==> src/rtl/pc_gen.sv <==
// Fetch PC generator: fixed-priority next-PC select plus a circular return-address stack.
// One-cycle redirect latency; Stall holds Pc and the RAS, and Exc_Req/Eret/Reset override it.
module pc_gen #(
  parameter int                ADDR_W     = 32,
  parameter logic [ADDR_W-1:0] RESET_ADDR = 32'h0000_3000,
  parameter logic [ADDR_W-1:0] EXC_ADDR   = 32'h0000_4180,
  parameter int                IM_WORDS   = 4096,
  parameter int                RAS_DEPTH  = 4
) (
  input  logic                        Clk,
  input  logic                        Reset,
  input  logic                        Stall,
  input  logic                        Br_Take,
  input  logic [ADDR_W-1:0]           Br_Target,
  input  logic                        Jump,
  input  logic [ADDR_W-1:0]           Jump_Target,
  input  logic                        Ret,
  input  logic                        Ras_Push,
  input  logic [ADDR_W-1:0]           Ras_Push_Addr,
  input  logic                        Exc_Req,
  input  logic                        Eret,
  input  logic [ADDR_W-1:0]           Epc_In,
  output logic [ADDR_W-1:0]           Pc,
  output logic [ADDR_W-1:0]           Pc_Plus4,
  output logic [$clog2(IM_WORDS)-1:0] Pc_Idx,
  output logic                        Adel,
  output logic                        Ras_Empty,
  output logic                        Ras_Full
);
  localparam int IDX_W = $clog2(IM_WORDS);
  localparam int RAS_W = $clog2(RAS_DEPTH);
  localparam logic [ADDR_W:0] IM_BYTES = (ADDR_W+1)'(IM_WORDS) << 2;
  localparam logic [RAS_W:0]  RAS_MAX  = (RAS_W+1)'(RAS_DEPTH);

  logic [ADDR_W-1:0] pc_q;
  logic [ADDR_W-1:0] pc_nxt;
  logic [ADDR_W-1:0] pc_off;
  logic [ADDR_W-1:0] ras_mem [RAS_DEPTH];
  logic [RAS_W-1:0]  tp_q;
  logic [RAS_W:0]    cnt_q;
  logic              ras_en;
  logic              do_push;
  logic              do_pop;

  assign Pc        = pc_q;
  assign Pc_Plus4  = pc_q + ADDR_W'(4);
  assign pc_off    = pc_q - RESET_ADDR;
  assign Pc_Idx    = pc_off[IDX_W+1:2];
  // Offset compare avoids overflow of RESET_ADDR + 4*IM_WORDS near the top of the address space.
  assign Adel      = (pc_q[1:0] != 2'b00) || (pc_q < RESET_ADDR) || ({1'b0, pc_off} >= IM_BYTES);
  assign Ras_Empty = (cnt_q == '0);
  assign Ras_Full  = (cnt_q == RAS_MAX);

  assign ras_en  = !(Reset || Exc_Req || Eret || Stall);
  assign do_push = ras_en && Ras_Push;
  assign do_pop  = ras_en && Ret && !Ras_Empty;

  always_comb begin
    pc_nxt = pc_q + ADDR_W'(4);
    if (Reset)          pc_nxt = RESET_ADDR;
    else if (Exc_Req)   pc_nxt = EXC_ADDR;
    else if (Eret)      pc_nxt = Epc_In;
    else if (Stall)     pc_nxt = pc_q;
    else if (Ret)       pc_nxt = Ras_Empty ? Jump_Target : ras_mem[tp_q];
    else if (Jump)      pc_nxt = Jump_Target;
    else if (Br_Take)   pc_nxt = Br_Target;
  end

  always_ff @(posedge Clk) begin
    if (Reset) begin
      pc_q  <= RESET_ADDR;
      tp_q  <= '0;
      cnt_q <= '0;
    end else begin
      pc_q <= pc_nxt;
      if (do_push && !do_pop) begin
        tp_q <= tp_q + 1'b1;
        if (!Ras_Full) cnt_q <= cnt_q + 1'b1;
      end else if (do_pop && !do_push) begin
        tp_q  <= tp_q - 1'b1;
        cnt_q <= cnt_q - 1'b1;
      end
    end
  end

  // Entries need no reset; push+pop rewrites the current top in place.
  always_ff @(posedge Clk) begin
    if (do_push && do_pop)  ras_mem[tp_q]        <= Ras_Push_Addr;
    else if (do_push)       ras_mem[tp_q + 1'b1] <= Ras_Push_Addr;
  end

endmodule

==> config.mk <==
export PLATFORM = sky130hd
export DESIGN_NAME = pc_gen
export DESIGN_NICKNAME = d
export VERILOG_FILES = /design/src/rtl/pc_gen.sv
export SDC_FILE = /design/constraint.sdc
export NUM_CORES = 1
export LEC_CHECK = 0
export BUFFER_PORTS_ARGS = -buffer_cell sky130_fd_sc_hd__buf_2
export CORE_UTILIZATION = 54
export DETAILED_ROUTE_END_ITERATION = 6
export PLACE_DENSITY_LB_ADDON = 0.08
export SETUP_SLACK_MARGIN = 0.2
export SLEW_MARGIN = 20
export SYNTH_ARGS = -nofsm -noshare
export SYNTH_HDL_FRONTEND = slang
export SYNTH_SLANG_ARGS = --single-unit
==> constraint.sdc <==
create_clock -name Clk -period 7.3 [get_ports Clk]
set_input_delay 1.46 -clock Clk [delete_from_list [all_inputs] [get_ports Clk]]
set_output_delay 1.46 -clock Clk [all_outputs]
set_load 0.01 [all_outputs]
==> flow_summary_export.csv <==
group,metric,value,unit
final_layout,finish.net_count,1065,
floorplan,io_pins,216,
power,switchingPower,592.0,uW
setup_path,r2r_cells,9,
setup_path,startpoint_type,"register",
power,vdd_drop_max,0.1779,mV
synthesis,synth_area_per_cell,11.82,um^2
worst_hold_path,min_path_cells,2,
sta,setup_violations,0,
worst_hold_path,min_to,"cnt_q[2]",
floorplan,core_area,15830,um^2
synthesis,yosysUniqueCellTypes,77,
sta,skew,9.296,ps
worst_hold_path,hp-start,"cnt_q[2]",
worst_hold_path,hold_path_class,"reg2reg",
floorplan,die_w,129.0,um
cts,clkLatencyLatePin,430,ps
synthesis,synth_edf_count,128,
setup_path,critPathCaptureType,"primary output",
detailed_routing,wl,26.06,mm
global_route,antenna_found_initial,0,
sta,rsz0062_at_grt,"no",
setup_path,rrSetupSlack,4240,ps
setup_path,critical_path_class,"reg2out",
detailed_routing,vias,7226,
setup_path,required,5840,ps
sta,relSlewSlack,27.27,%
place,portBuffers,215,
final_layout,drive_gt1_share,34.12,%
place,globalplace.congestion,0.9141,
cts,cts_buffer_depth,2,
sta,hold_violations,0,
setup_path,r2r-end,"ras_mem[0][3]",
synthesis,async_flop_share,0,%
cts,htreeDepth,4,
sta,maxSlewViolCount,0,
detailed_routing,vias_per_cell,6.294,
final_layout,fillers,1270,
global_route,grt_start_max_net_pins,50,
floorplan,start_util,55.06,%
global_route,grt_pass1_wl,38.33,mm
cts,cts_buffers,17,
global_route,grt_pass1_vias,6790,
status,outcome,"finished clean",
sta,worst_pin_slew,1087,ps
detailed_routing,wl_per_cell,22.70,um
synthesis,ys_ff_latch,167,
sta,timing.fmax,236.5,MHz
place,dp_cells,1116,
sta,fin_crit_sh,57.91,%
setup_path,worst_path_max_delay_cell,"dfxtp_1",
final_layout,antenna-diode-count,0,
synthesis,syn_nets,883,
global_route,globalRoute.totalOverflow,0,
sta,fin_ws,3072,ps
setup_path,path_cells,"ha_1, nand4_1, nor2_2, and4bb_2, xor2_1, buf_2",
final_layout,stdcell_count,1148,
power,pwr-share-clk,40.8,%
setup_path,critPathBufInv,1,
final_layout,syn2layout_area_growth,19.74,%
sta,fin_setup_tns,0,ps
cts,cts_setup_buffers,0,
setup_path,arrival,2770,ps
synthesis,netlist_area,8715,um^2
cts,cts_tree,"done",
synthesis,yosys_most_used_dff,"edfxtp_1",
detailed_routing,drt-initial-drc-count,605,
power,p_seq_share,47.6,%
global_route,track_usage,31.88,%
detailed_routing,drc,0,
power,p_int,1634,uW
cts,cts_root_buf,"clkbuf_16",
power,sw_frac_of_total,26.59,%
cts,cts_resized,0,
sta,finalCriticalPeriod,4228,ps
setup_path,cp_top_family,"simple AND/OR/NAND/NOR gates",
floorplan,die_h,129.0,um
setup_path,reg2reg_from,"cnt_q[0]",
floorplan,num_rows,46,
detailed_routing,drtAntennaViolNets,0,
detailed_routing,dr.pass1.iters,5,
synthesis,syn_inst,737,
power,power.density,213.4,nW/um^2
setup_path,slowest_delay,530,ps
cts,clk_pin_slew_worst_paths,70,ps
synthesis,yosysWarnings,0,
floorplan,die_area,16650,um^2
cts,numClockSinks,167,
run,cap_violations,0,
synthesis,seq_area_frac_synth,53.07,%
power,power_frac_comb,11.7,%
power,p_leak,0.003957,uW
cts,postCtsHoldBufs,0,
setup_path,worstPathMaxFanout,10,
place,hpwl,18.59,mm
place,dpl_worst_slack,2995,ps
==> layout make-up <==
class / count / area [um^2] / area share (%)
clock buffer: 17 / 425.4 / 4.077
clock inverter: 15 / 177.7 / 1.703
inverter: 23 / 86.33 / 0.8273
multi-input combinational: 483 / 3684 / 35.30
sequential: 167 / 4626 / 44.33
tap: 216 / 270.3 / 2.590
timing repair buffer: 227 / 1166 / 11.18
==> power by group through the flow <==
stage / registers, uW / logic (uW) / clock network, uW
4_1_cts: 1060 / 256 / 919
6_report: 1060 / 260 / 908
3_5_place_dp: 1080 / 255 / 0
2_1_floorplan: 1070 / 148 / 0
3_3_place_gp: 1080 / 251 / 0
5_1_grt: 1060 / 280 / 960
==> synthesized netlist by cell type, drive strengths merged (4+ instances only) <==
cell       n  area, um^2
a211oi     8       60.06
a21o       4       30.03
a21oi     49       245.2
a221o     13       130.1
a221oi     7       61.31
a22oi     11       82.58
a311oi     6       52.55
a31oi      5       31.28
and2       7       43.79
and3       6       37.54
buf       38       235.2
clkbuf    26       100.1
dfxtp     39       780.8
edfxtp   128        3844
ha         8       100.1
inv       21       78.83
mux2i      7       70.07
mux4      32       720.7
nand2     47       176.4
nand2b     9       56.30
nand3     24       120.1
nand4     11       81.32
nor2      41       156.4
nor2b      7       43.79
nor3      22       126.4
nor4      14       115.1
o2111ai    4       35.03
o211ai    11       82.58
o21a       4       30.03
o21ai     30       150.1
o221ai     5       43.79
or2        8       50.05
or3        4       25.02
or4        4       37.53
xnor2     16       140.1
xor2      15       131.4
==> state kept, by name (all words and copies together) (netlist names), named ones only <==
register / flops
ras_mem: 128
Pc: 30
cnt_q: 3
tp_q: 2
==> logic make-up after synthesis <==
group	share of synthesized area, %
simple gates	13.67
compound gates	14.73
flops	53.07
buf+inv	4.839
mux	9.203
xor+xnor	3.116
fa+ha+maj	1.378
==> worst register-to-register path, cell delays in order, from the launching register on <==
cell and delay (ps):
dfxtp_1 420, or3_1 160, buf_4 300, nand2_1 80, or3_1 380, ha_1 250
inv_1 160, ha_1 310, nor3_2 210, buf_4 440
==> per-stage QoR <==
step                      total power [uW]  hold WS [ps]  utilization (%)  cell area, um^2
after detailed placement              1334         531.1            62.12             9832
final                                 2226         557.6            65.93            10440
after global placement                1330         515.9            62.12             9832
after floorplan                       1220         489.9                -             8715
after CTS                             2233         557.1            65.93            10440
after global routing                  2300         610.3            65.93            10440
==> placed cells by master (no fill, tap or decap), types with 9 or more instances in the layout <==
master     count
buf_4         12
dfxtp_1       38
nand3_1       24
nand2_1       47
nand4_1        9
edfxtp_1     128
nor4_1        11
xnor2_1       16
a21oi_1       49
buf_2        215
clkbuf_16     17
a221o_1       13
nor3_1        18
nand2b_1       9
o21ai_0       28
nor2_1        38
a22oi_1       11
mux4_2        32
o211ai_1      11
inv_1         21
xor2_1        15
==> how the worst max path moves through the flow <==
| stage | start | cells after the start | slack, ps | to |
|---|---|---|---|---|
| after global placement | Eret | 8 | 3090 | ras_mem[2][6] |
| after CTS | Pc[2] | 6 | 3080 | Pc_Plus4[30] |
| final | Pc[2] | 6 | 3070 | Pc_Plus4[30] |
| after detailed placement | Eret | 8 | 2990 | ras_mem[0][6] |
| after floorplan | Ret | 9 | 1380 | ras_mem[0][0] |
| after global routing | Pc[2] | 6 | 2850 | Pc_Plus4[30] |
==> metal layers <==
| metal | GRT usage [%] | share of wire (%) |
|---|---|---|
| met1 | 43.41 | 41 |
| met2 | 51.29 | 48 |
| met3 | 5.822 | 8.3 |
| met4 | 12.32 | 2.4 |
| met5 | 0 | 0 |
(Power assumes the default switching activity.)
